===== src/rtl/skut_pkg.sv =====
// Shared SKUT definitions used by the frame former, the ping-pong controller and the DAC distributor.
package skut_pkg;

    localparam int DATA_W = 8;
    localparam int ADDR_W = 7;
    localparam logic [DATA_W-1:0] IDLE_CODE = 8'h80;

    typedef enum logic {
        BANK0 = 1'b0,
        BANK1 = 1'b1
    } bank_t;

    function automatic bank_t other_bank(input bank_t b);
        return (b == BANK0) ? BANK1 : BANK0;
    endfunction

endpackage


===== src/rtl/sat_counter.sv =====
// Event counter that sticks at all-ones instead of wrapping.
module sat_counter #(
    parameter int CNT_W = 8
) (
    input  logic             clk,
    input  logic             clr_n,
    input  logic             inc,
    output logic [CNT_W-1:0] cnt
);

    localparam logic [CNT_W-1:0] ONE = {{(CNT_W-1){1'b0}}, 1'b1};

    always_ff @(posedge clk or negedge clr_n) begin
        if (!clr_n) begin
            cnt <= '0;
        end else if (inc && (cnt != '1)) begin
            cnt <= cnt + ONE;
        end
    end

endmodule


===== src/rtl/skut_pingpong_ctrl.sv =====
// Ping-pong bank controller for the two SKUT frame buffers: bank swap, enable gating,
// DAC read mux with muting, and overrun/underrun detection.
module skut_pingpong_ctrl
    import skut_pkg::*;
#(
    parameter int                     DATA_W     = skut_pkg::DATA_W,
    parameter logic [DATA_W-1:0]      IDLE_CODE  = skut_pkg::IDLE_CODE,
    parameter int                     MUTE_AFTER = 4,
    parameter int                     CNT_W      = 8
) (
    input  logic              clk,
    input  logic              rst,
    input  logic              wr_en_in,
    input  logic              wr_frame_done,
    input  logic              rd_frame_start,
    input  logic              rd_en_in,
    input  logic [DATA_W-1:0] buf0_q,
    input  logic [DATA_W-1:0] buf1_q,
    output logic              buf0_wren,
    output logic              buf1_wren,
    output logic              buf0_rden,
    output logic              buf1_rden,
    output logic              wr_bank,
    output logic              rd_bank,
    output logic [DATA_W-1:0] dac_data,
    output logic              mute,
    output logic              overrun,
    output logic              underrun,
    output logic [CNT_W-1:0]  overrun_cnt,
    output logic [CNT_W-1:0]  underrun_cnt
);

    localparam logic [3:0] MUTE_LIM = 4'(MUTE_AFTER);

    bank_t      wr_bank_q;
    bank_t      rd_bank_q;
    logic       pending;
    logic       valid;
    logic [3:0] ur_run;
    logic [3:0] ur_next;
    logic       vld_p1;
    bank_t      rd_bank_p1;

    logic pending_eff;
    logic swap;
    logic starve;
    logic ovr_ev;
    logic udr_ev;

    assign rd_bank_q   = other_bank(wr_bank_q);
    assign pending_eff = pending | wr_frame_done;
    assign swap        = rd_frame_start & pending_eff;
    assign starve      = rd_frame_start & ~pending_eff;
    assign ovr_ev      = wr_frame_done & pending & ~rd_frame_start;
    // Replaying a bank before anything was ever delivered is start-up, not an underrun.
    assign udr_ev      = starve & valid;
    assign ur_next     = ur_run + 4'd1;

    assign buf0_wren = wr_en_in & (wr_bank_q == BANK0);
    assign buf1_wren = wr_en_in & (wr_bank_q == BANK1);
    assign buf0_rden = rd_en_in & (rd_bank_q == BANK0) & valid;
    assign buf1_rden = rd_en_in & (rd_bank_q == BANK1) & valid;

    assign wr_bank = wr_bank_q;
    assign rd_bank = rd_bank_q;
    assign mute    = ~vld_p1;

    always_ff @(posedge clk or negedge rst) begin
        if (!rst) begin
            wr_bank_q  <= BANK0;
            pending    <= 1'b0;
            valid      <= 1'b0;
            ur_run     <= '0;
            overrun    <= 1'b0;
            underrun   <= 1'b0;
            vld_p1     <= 1'b0;
            rd_bank_p1 <= BANK1;
            dac_data   <= IDLE_CODE;
        end else begin
            overrun  <= ovr_ev;
            underrun <= udr_ev;
            if (swap) begin
                wr_bank_q <= other_bank(wr_bank_q);
                pending   <= 1'b0;
                valid     <= 1'b1;
                ur_run    <= '0;
            end else if (starve) begin
                if (ur_next == MUTE_LIM) begin
                    valid  <= 1'b0;
                    ur_run <= '0;
                end else begin
                    ur_run <= ur_next;
                end
            end else if (wr_frame_done) begin
                pending <= 1'b1;
            end
            // p1: RAM data returns for the read issued last cycle; mux on that cycle's bank.
            vld_p1     <= valid;
            rd_bank_p1 <= rd_bank_q;
            dac_data   <= (!vld_p1) ? IDLE_CODE : ((rd_bank_p1 == BANK1) ? buf1_q : buf0_q);
        end
    end

    sat_counter #(.CNT_W(CNT_W)) u_ovr_cnt (
        .clk   (clk),
        .clr_n (rst),
        .inc   (ovr_ev),
        .cnt   (overrun_cnt)
    );

    sat_counter #(.CNT_W(CNT_W)) u_udr_cnt (
        .clk   (clk),
        .clr_n (rst),
        .inc   (udr_ev),
        .cnt   (underrun_cnt)
    );

endmodule


===== config.mk =====
export PLATFORM = sky130hd
export DESIGN_NAME = skut_pingpong_ctrl
export DESIGN_NICKNAME = d
export VERILOG_FILES = /design/src/rtl/skut_pkg.sv /design/src/rtl/sat_counter.sv /design/src/rtl/skut_pingpong_ctrl.sv
export SDC_FILE = /design/constraint.sdc
export NUM_CORES = 1
export LEC_CHECK = 0
export CORE_MARGIN = 4
export CORE_UTILIZATION = 47
export DETAILED_ROUTE_END_ITERATION = 10
export GPL_TIMING_DRIVEN = 0
export PLACE_DENSITY = 0.83
export SETUP_SLACK_MARGIN = 0.1
export SYNTH_ARGS = -nofsm -noshare
export SYNTH_HDL_FRONTEND = slang
export SYNTH_SLANG_ARGS = --single-unit

===== constraint.sdc =====
create_clock -name clk -period 3.5 [get_ports clk]
set_clock_uncertainty 0.1 [all_clocks]
set_input_delay 0.525 -clock clk [delete_from_list [all_inputs] [get_ports clk]]
set_output_delay 0.525 -clock clk [all_outputs]
set_load 0.005 [all_outputs]

Word level (Yosys, flattened, before mapping)
Index checks and enable logic that the tools add are counted.
{ "classes": {"add_sub_neg": 3, "bitwise": 16, "div": 0, "muxes": 12, "n_eq_ne": 4, "n_mul": 0, "n_lt_le_gt_ge": 0, "shifts": 0, "reduce_logical": 7} }
{ "ops": {"columns": ["cell", "n"], "rows": [
  ["8-bit by 1-bit adder with 8-bit output, second input constant", 2],
  ["8-bit two-way mux", 2],
  ["8-bit != test, second input constant", 2],
  ["4-bit two-way mux", 3],
  ["1-bit bitwise AND", 11],
  ["1-bit two-way mux", 7],
  ["2-bit nonzero test", 3],
  ["4-bit by 1-bit adder with 4-bit output, second input constant", 1],
  ["4-bit by 3-bit == test with 1-bit output, second input constant", 1],
  ["1-bit NOT", 4],
  ["2-bit AND reduction", 2],
  ["1-bit logical AND", 2],
  ["2-bit != test, second input constant", 1],
  ["1-bit OR", 1]
]} }
{ "word_totals": {"rom_bits": 0, "ram_bits": 0, "ff_bits": 35, "out_inout_bits": 33, "memories": 0, "latch_bits": 0} }

Depth between registers and ports, before layout
Gate-level depths: netlist (run 1).
{ "logic_depth": {"ltp_word": 5, "ltp_mapped": 5, "ltp_nobuf": 5} }

Hierarchy
From an unflattened synthesis (run 1), not the netlist that was laid out.
{ "hier_totals": {"hier_cells": 147, "hier_area_um2": 1694.1} }
{ "modules_own_cells": {"columns": ["mod", "instances", "seq_area_each_um2", "area_each_um2", "cells_each"], "rows": [
  ["skut_pingpong_ctrl", 1, 478.0, 878.3, 79],
  ["sat_counter", 2, 200.2, 407.9, 34]
]} }

Least setup slack after synthesis (run 1)
Ideal clock, no wire load.
{ "synth_timing": {"path_kind": "input to register", "startpoint": "input port rd_frame_start", "endpoint": "register u_ovr_cnt.cnt[7]", "setup_ns": 0.125, "arrival_time_ns": 1.454, "path_slack_ns": 1.822, "stages": 5, "cell_sequence": "buf_6 > nand3b_4 > nor3_1 > nand3_1 > mux2_2"} }
{ "synth_via": {"elab_chain_cells": 3} }
{ "synth_rtl": {"columns": ["item", "line_no", "text"], "rows": [
  ["start, declared", "skut_pingpong_ctrl.sv:15", "input logic rd_frame_start,"],
  ["1-bit NOT", "skut_pingpong_ctrl.sv:54", "assign ovr_ev = wr_frame_done & pending & ~rd_frame_start;"],
  ["1-bit bitwise AND", "skut_pingpong_ctrl.sv:54", null],
  ["1-bit logical AND", "sat_counter.sv:16", "end else if (inc && (cnt != '1)) begin"],
  ["end signal, assigned", "sat_counter.sv:17", "cnt <= cnt + ONE;"],
  ["end, declared", "sat_counter.sv:8", "output logic [CNT_W-1:0] cnt"]
]} }
Every way passes these cells.
A chain may end at the register's enable or synchronous reset.

Final worst setup path (run 1)
{ "layout_timing": {"startpoint": "input port rd_en_in", "endpoint": "output port buf1_rden"} }
{ "layout_via": {"elab_chain_cells": 2} }
{ "layout_rtl": {"columns": ["item", "line_no", "text"], "rows": [
  ["start, declared", "skut_pingpong_ctrl.sv:16", "input logic rd_en_in,"],
  ["1-bit bitwise AND (2 in a row)", "skut_pingpong_ctrl.sv:62", "assign buf1_rden = rd_en_in & (rd_bank_q == BANK1) & valid;"],
  ["end, declared", "skut_pingpong_ctrl.sv:22", "output logic buf1_rden,"]
]} }
Every way passes these cells.

==> run metrics, run 1 <==
Vias 1306; Setup Crit Path Kind primary input to output pin; Synth Area in Compound Gates 0.0719; wire per inst 14.2 um; Netlist cell types 38; htree depth 2; max-slew violation count 0; FF-to-FF path depth 4; most frequent cells in the layout clkdlybuf4s50_1, dfrtp_1, nor2_1; CTS buffer count 5; final setup margin 1.24 ns; Setup Buffers After CTS 0; layout cells sized above 1 0.0784; Pre-antenna DRT Iters 4; nets 229; area grow syn2layout 40.6%; CTS root buf clkbuf_4; Ys Warns 0; via/cell ratio 5.27; Port Buf Inserts 53; WP data required 2.87 ns; Routed WL 3510 um; Slew HR 0.506; adder-cell area share of the yosys netlist 0.0313; Post-Syn Area 1600 um^2; Leakage 1.03 nW; largest family of logic cells by synthesized area simple AND/OR/NAND/NOR gates; RSZ-0062 raised after global routing false; pre-CTS WS 1.22 ns; Seq/Total Area, Yosys 0.549; R2R setup slack 1.77 ns; flops & latches, synth 35; max-cap check violation count 0; mux share of post-synthesis cell area 0.0774; PnR Total Power 1.28 mW; Peak VDD IR 0.000382 V; Reg area 878 um^2; setup TNS 0 ns; Total GRT Usage 0.177; CTS tree done; simple-gate area share of the yosys netlist 0.185; die width 66.4 um; status finished, final reports clean; Startpoint Class primary input; CP arrival 1.64 ns; DIE AREA 4400 um^2; max frequency 0.442 GHz; Num Clock Sinks 35; xor and xnor fraction of the mapped netlist area 0.0602; area share of the largest cell type after synthesis 0.516; hold_ws 0.149 ns; layout filler cell count 246; CTS resizes 0; ys async rst share 1.00; # IOs 55; Top FF cell, synth dfrtp_1; post-synth top area cell dfrtp_1; fin crit period 2.26 ns; crit path from rd_en_in; dpl hpwl 2760 um; DR iter-0 viols 54; slew at the pin with the worst max-slew slack 0.740 ns; commonest non-fill, non-tap cell in the layout clkdlybuf4s50_1; syn nets 169; pin count of the biggest net entering global routing 36; # setup viols final 0; Syn Area/Cell 11.2 um^2; GP Congestion 0.902; clk buf depth 2; grt total ovfl 0; vias in the first global route 1325; Final Cycle Share 0.647; initial antenna violation count 0; Final ANT Viol Nets 0; crit path max fanout 2; # DRC 0; number of flops mapped to enable cells by yosys 0; Multi-input gate area 681 um^2; Synth Instances 143; core footprint 3150 um^2; count of final hold-check violations 0; first-pass GRT wire length 5860 um; initial core utilization 0.508; Hold Crit Class primary input to asynchronous set/reset pin; Worst-path clk slew 0.10 ns; number of cell rows 20; synth top area cells dfrtp_1, mux2i_1, nor2_1, dfstp_2, xor2_1; PwrDens 571 nW/um^2; CTS hold repair buffers 0; Die H 66.4 um; worst-skew pair later-pin latency 0.33 ns; Worst R2R Start ur_run[0]; CP Capture Type output pin; antenna cells 0
==> kinds of logic after synthesis <==
logic type / Yosys count
AND/OR/NAND/NOR: 54
flip-flops: 35
AO/OA/AOI/OAI: 18
multiplexers: 12
XOR/XNOR: 11
buffers and inverters: 9
adder cells (fa/ha/maj): 4
==> per-layer routing <==
metal | vias to the layer above | GRT usage | wire length, um
li1 | 613 | - | -
met5 | - | 0 | 0
met1 | 623 | 0.200 | 1380
met2 | 63 | 0.300 | 1680
met3 | 7 | 0.0714 | 387
met4 | 0 | 0.0660 | 60
==> metrics by stage <==
stage          utilization  cell area (um^2)  std cells
2_1_floorplan            -              1600        143
3_3_place_gp         0.693              2190        240
3_5_place_dp         0.692              2180        240
4_1_cts              0.713              2250        248
5_1_grt              0.713              2250        248
6_report             0.713              2250        248
==> sequential cells by signal (all words and copies together), names as in the netlist <==
signal / flops
dac_data: 8
u_ovr_cnt.cnt: 8
u_udr_cnt.cnt: 8
ur_run: 4
overrun: 1
pending: 1
rd_bank_p1: 1
underrun: 1
valid: 1
vld_p1: 1
wr_bank: 1
==> cells in the mapped netlist, drive strengths merged (2+ instances only) <==
cell and n:
mux2 3, inv 6, dfrtp 33, xnor2 5, a21oi 3, nor3 3
nand2 9, nand3 9, mux2i 9, and3 5, ha 4, dfstp 2
o21ai 6, o21a 2, nor3b 2, xor2 6, nor2 15, a31oi 2
==> layout make-up <==
| class | instances | area share |
|---|---|---|
| flip-flops and latches | 35 | 0.390 |
| plain buffers | 2 | 0.00667 |
| clock buffers | 8 | 0.0306 |
| inverters | 7 | 0.0117 |
| well taps | 44 | 0.0245 |
| repair buffers | 53 | 0.234 |
| multi-input cells | 99 | 0.303 |
==> where the power goes <==
| part | internal [mW] | total [mW] | switching (mW) |
|---|---|---|---|
| clock | 0.118 | 0.240 | 0.122 |
| combinational | 0.285 | 0.446 | 0.161 |
| sequential | 0.504 | 0.599 | 0.0943 |
==> worst paths after layout <==
kind                               endpoint
min                             dac_data[5]
max                               buf1_rden
max in group asynchronous  u_ovr_cnt.cnt[1]
min reg2reg                     dac_data[7]
max reg2reg                       ur_run[1]
min in group clk                    pending
==> worst max-delay path, cell delays in order <==
cell and delay, ns:
clkdlybuf4s50_1 0.45, nand2_1 0.06, nor2_1 0.09, clkdlybuf4s50_1 0.51
No activity file was read; power rests on OpenSTA's default activity.
==> inputs of run 2 (changes only) <==
- CORE_UTILIZATION: 47 -> 45
- PLACE_DENSITY: 0.83 -> 0.8
- clock period: 3.5 -> 2.34 ns (I/O delays scaled with it)
==> run metrics, run 2 (same netlist as run 1, synthesis figures left out) <==
status finished, final reports clean; grt total ovfl 0 (unchanged); Startpoint Class flop; DIE AREA 4570 um^2 (+3.9%); PwrDens 850 nW/um^2 (+49%); htree depth 2 (unchanged); Pre-antenna DRT Iters 4 (unchanged); worst reg2reg endpoint u_udr_cnt.cnt[1]; count of final hold-check violations 0 (unchanged); Final ANT Viol Nets 0 (unchanged); Die H 67.6 um (+1.9%); FF-to-FF path depth 4 (unchanged); biggest regs dac_data: 8 flops, u_ovr_cnt.cnt: 8 flops, u_udr_cnt.cnt: 8 flops; Setup Buffers After CTS 0 (unchanged); core footprint 3390 um^2 (+7.5%); vias in the first global route 1318 (-0.53%); antenna cells 0 (unchanged); final setup margin 0.415 ns (-0.822 ns); pin count of the biggest net entering global routing 36 (unchanged); CP arrival 1.47 ns (-0.17 ns); max frequency 0.519 GHz; Non-Filler Instances 251 (+1.2%); crit path max fanout 6 (+4); WP data required 1.89 ns (-0.98 ns); # IOs 55 (unchanged); met2 Track Usage GR 0.279 (-0.0204); hold path depth 2; Port Buf Inserts 53 (unchanged); Leakage 1.04 nW (+0.41%); nets 230 (+0.44%); Hold Crit Class primary input to flop; GP Congestion 0.928 (+2.9%); layout cells sized above 1 0.0780 (-0.000383); initial core utilization 0.472 (-0.0354); Setup Crit Path Kind flop to output pin; Worst-path clk slew 0.09 ns (about the same); Routed WL 3430 um (-2.5%); slew at the pin with the worst max-slew slack 0.746 ns (+0.00582 ns); number of cell rows 21 (+5.0%); Num Clock Sinks 35 (unchanged); Hold EP pending; clk buf depth 2 (unchanged); die width 67.6 um (+1.9%); grt met3 use 0.0865 (+0.0151); CP delay by family, top buffers and inverters; dpl hpwl 2640 um (-4.4%); R2R setup slack 0.60 ns (-1.17 ns); Inst Count DP 242 (+0.83%); Peak VDD IR 0.000574 V (+51%); commonest non-fill, non-tap cell in the layout clkdlybuf4s50_1; max-slew violation count 0 (unchanged); max-cap check violation count 0 (unchanged); Final Cycle Share 0.823; RSZ-0062 raised after global routing false; Total GRT Usage 0.169 (-0.00840); pre-CTS WS 0.240 ns (-0.978 ns); met1 usage 0.184 (-0.0156); slowest CP cell clkdlybuf4s50_1; setup TNS 0 ns (unchanged); CTS buffer count 5 (unchanged); Worst R2R Start u_udr_cnt.cnt[0]; worst-skew pair later-pin latency 0.32 ns (about the same); most frequent cells in the layout clkdlybuf4s50_1, dfrtp_1, nor2_1; area grow syn2layout 41.4%; CP Capture Type output pin; # setup viols final 0 (unchanged); first-pass GRT wire length 5710 um (-2.6%); DR iter-0 viols 62 (+15%); initial antenna violation count 0 (unchanged); fin crit period 1.93 ns; wire per inst 13.6 um (-3.6%); crit-path max cell delay 0.50 ns (about the same); worst-path cell chain inv_1, nor2_1, clkdlybuf4s50_1; Vias 1264 (-3.2%); CP Buf/Inv Count 2 (unchanged); CTS tree done; # DRC 0 (unchanged); worst hold start rd_frame_start; Top Usage Layer GRT met2; Slew HR 0.503 (-0.00388); CTS root buf clkbuf_4; via/cell ratio 5.04 (-4.4%); PnR Total Power 1.92 mW (+50%)
-- run 2: cell count changes in the layout (fill, tap and decap cells not counted) --
cell / change
dlygate4sd3_1: +1
-- run 2: how the worst max path moves through the flow --
stage	start	to	slack, ns	cells after the start
3_5_place_dp	wr_frame_done	u_udr_cnt.cnt[1]	0.24	4
5_1_grt	wr_bank	buf0_rden	0.26	3
4_1_cts	wr_bank	buf0_rden	0.38	3
2_1_floorplan	u_ovr_cnt.cnt[0]	u_ovr_cnt.cnt[1]	0.76	4
6_report	wr_bank	buf0_rden	0.41	3
3_3_place_gp	rst	u_udr_cnt.cnt[1]	0.1	1
-- run 2: layout make-up --
cell class / count / area (um^2)
well taps: 46 / 57.6
fillers: 255 / 1130
repair buffers: 54 / 536
clock buffers: 8 / 68.8
plain buffers: 2 / 15.0
flip-flops and latches: 35 / 878
inverters: 7 / 26.3
multi-input cells: 99 / 681
-- run 2: timing repair --
item                                   in CTS  in global routing
endpoints found under the hold margin      10                  0
hold buffers                                1                  0
resized for setup                           0                  0
setup endpoints to repair                   0                  0
-- run 2: per-layer routing --
| layer | up-vias | wire [um] |
|---|---|---|
| met5 | - | 0 |
| met1 | 587 | 1320 |
| met3 | 5 | 447 |
| met4 | 0 | 46 |
| met2 | 57 | 1610 |
| li1 | 615 | - |
-- run 2: per-stage QoR --
step | util | hold WS [ns] | instance area [um^2]
global route | 0.667 | 0.0849 | 2260
floorplan | - | -0.0446 | 1600
detailed placement | 0.644 | 0.307 | 2180
CTS | 0.667 | 0.0846 | 2260
global placement | 0.646 | 0.293 | 2190
finish | 0.667 | 0.106 | 2260
-- run 2: worst register-to-register path, cell delays in order (launching register included) --
cell	delay (ns)
dfrtp_1	0.41
ha_1	0.22
nand4_1	0.13
o21ai_1	0.39
mux2_2	0.39
-- run 2: where the power goes --
group	internal [mW]	leakage (nW)	switching, mW
registers	0.755	0.434	0.138
logic	0.427	0.563	0.244
clock network	0.177	0.0386	0.183
==> inputs of run 3 (changes only) <==
- CORE_UTILIZATION: 45 -> 40
- PLACE_DENSITY: 0.8 -> 0.75
- clock period: 2.34 -> 1.6 ns (I/O delays scaled with it)
==> run metrics, run 3 (same netlist as run 1, synthesis figures left out) <==
status finished, final reports clean; DIE AREA 5080 um^2 (+11%); R2R setup slack 0.05 ns (-0.55 ns); Routed WL 4260 um (+24%); initial core utilization 0.424 (-0.0478); initial antenna violation count 0 (unchanged); antenna cells 0 (unchanged); crit path max fanout 5 (-1); CTS root buf clkbuf_8; Slew HR 0.497 (-0.00515); Setup Crit Path Kind flop to flop; grt met3 use 0.0673 (-0.0192); Peak VDD IR 0.000874 V (+52%); Final Cycle Share 0.966; wire per inst 14.6 um (+7.2%); GP Congestion 0.798 (-14%); Worst-path clk slew 0.06 ns (-0.03 ns); met2 Track Usage GR 0.288 (+0.00829); met1 usage 0.177 (-0.00645); critical path endpoint ur_run[2]; Inst Count DP 244 (+0.83%); via/cell ratio 5.02 (-0.23%); pre-CTS WS -0.396 ns (-0.636 ns); RSZ-0062 raised after global routing true; die width 71.3 um (+5.3%); CP Capture Type flop; Vias 1462 (+16%); P_sw 0.975 mW (+73%); hold path depth 2 (unchanged); pin count of the biggest net entering global routing 36 (unchanged); htree depth 2 (unchanged); Top Usage Layer GRT met2; # IOs 55 (unchanged); final setup margin 0.0538 ns (-0.361 ns); layout cells sized above 1 0.337 (+0.259); commonest non-fill, non-tap cell in the layout buf_4; most frequent cells in the layout buf_4, dfrtp_1, clkdlybuf4s50_1; vias in the first global route 1477 (+12%); Port Buf Inserts 53 (unchanged); WP data required 1.71 ns (-0.18 ns); # setup viols final 0 (unchanged); Hold Crit Class primary input to flop; share of total power in the clock network 0.203 (+0.016); slowest CP cell dfrtp_2; FF-to-FF path depth 3 (-1); Total GRT Usage 0.162 (-0.00699); first-pass GRT wire length 6620 um (+16%); Pint 2.36 mW (+74%); worst reg2reg endpoint ur_run[2]; Non-Filler Instances 291 (+16%); Leakage 1.36 nW (+31%); DR iter-0 viols 46 (-26%); worst-skew pair later-pin latency 0.28 ns (-0.04 ns); # DRC 0 (unchanged); Pre-antenna DRT Iters 4 (unchanged); setup TNS 0 ns (unchanged); CTS tree done; Startpoint Class flop; biggest regs dac_data: 8 flops, u_ovr_cnt.cnt: 8 flops, u_udr_cnt.cnt: 8 flops; nets 268 (+17%); fin crit period 1.55 ns; max-cap check violation count 0 (unchanged); Die H 71.3 um (+5.3%); crit-path max cell delay 0.43 ns (-0.07 ns); number of cell rows 22 (+4.8%); dpl hpwl 2550 um (-3.4%); Sw Share 0.292 (-0.00140); Logic pwr share 0.401 (+0.052); Sequential Power Share 0.396 (-0.068); Final ANT Viol Nets 0 (unchanged); Num Clock Sinks 35 (unchanged); clk buf depth 2 (unchanged); area grow syn2layout 65.7%; grt total ovfl 0 (unchanged); CP arrival 1.65 ns (+0.18 ns); core footprint 3770 um^2 (+11%); crit path from pending; max-slew violation count 0 (unchanged); CTS buffer count 5 (unchanged); PwrDens 1260 nW/um^2 (+48%); worst-path cell chain or3b_4, or3_4, a31oi_1; Worst R2R Start pending; count of final hold-check violations 0 (unchanged); slew at the pin with the worst max-slew slack 0.754 ns (+0.00772 ns); max frequency 0.647 GHz
## run 3: what timing repair did
item	in CTS	in global routing
endpoints found under the setup margin	42	21
setup buffers	30	9
hold buffers	1	0
hold endpoints to repair	33	0
resized for setup	35	23
pin swaps	10	8
## run 3: critical path: cells and delay by family, from the launching register on
kind | cells | cell delay [ns]
AO/OA/AOI/OAI | 1 | 0.17
AND/OR/NAND/NOR | 2 | 0.77
flip-flops | 1 | 0.43
## run 3: layout make-up
cell class	instances	area, um^2
fillers	270	1120
inverters	7	27.5
plain buffers	1	11.3
well taps	48	60.1
repair buffers	93	802
multi-input cells	99	764
clock buffers	8	100
flip-flops and latches	35	886
## run 3: worst min path at each step
stage	start	endpoint	slack (ns)
CTS	rd_frame_start	pending	0.04
global placement	vld_p1	dac_data[7]	0.29
floorplan	rst	dac_data[0]	-0.16
detailed placement	rst	wr_bank	0.26
finish	rd_frame_start	pending	0.06
global route	rd_frame_start	pending	0.05
## run 3: power groups by stage
stage	clock network (mW)	logic (mW)	registers (mW)
finish	0.678	1.34	1.32
global placement	0	0.964	1.31
CTS	0.695	1.15	1.30
floorplan	0	0.386	1.31
detailed placement	0	0.991	1.32
global route	0.738	1.47	1.34
## run 3: through the flow
step                      total power [mW]  hold slack (ns)  cell area [um^2]  utilization
after floorplan                       1.70           -0.156              1610            -
after global placement                2.27            0.289              2200        0.585
after detailed placement              2.31            0.259              2200        0.583
after CTS                             3.15           0.0370              2530        0.672
after global routing                  3.55           0.0504              2650        0.703
final                                 3.34           0.0572              2650        0.703
## run 3: metal layers
metal	vias to the layer above	wire length, um
li1	697	-
met1	698	1700
met5	-	0
met4	0	36
met2	60	2120
met3	7	400
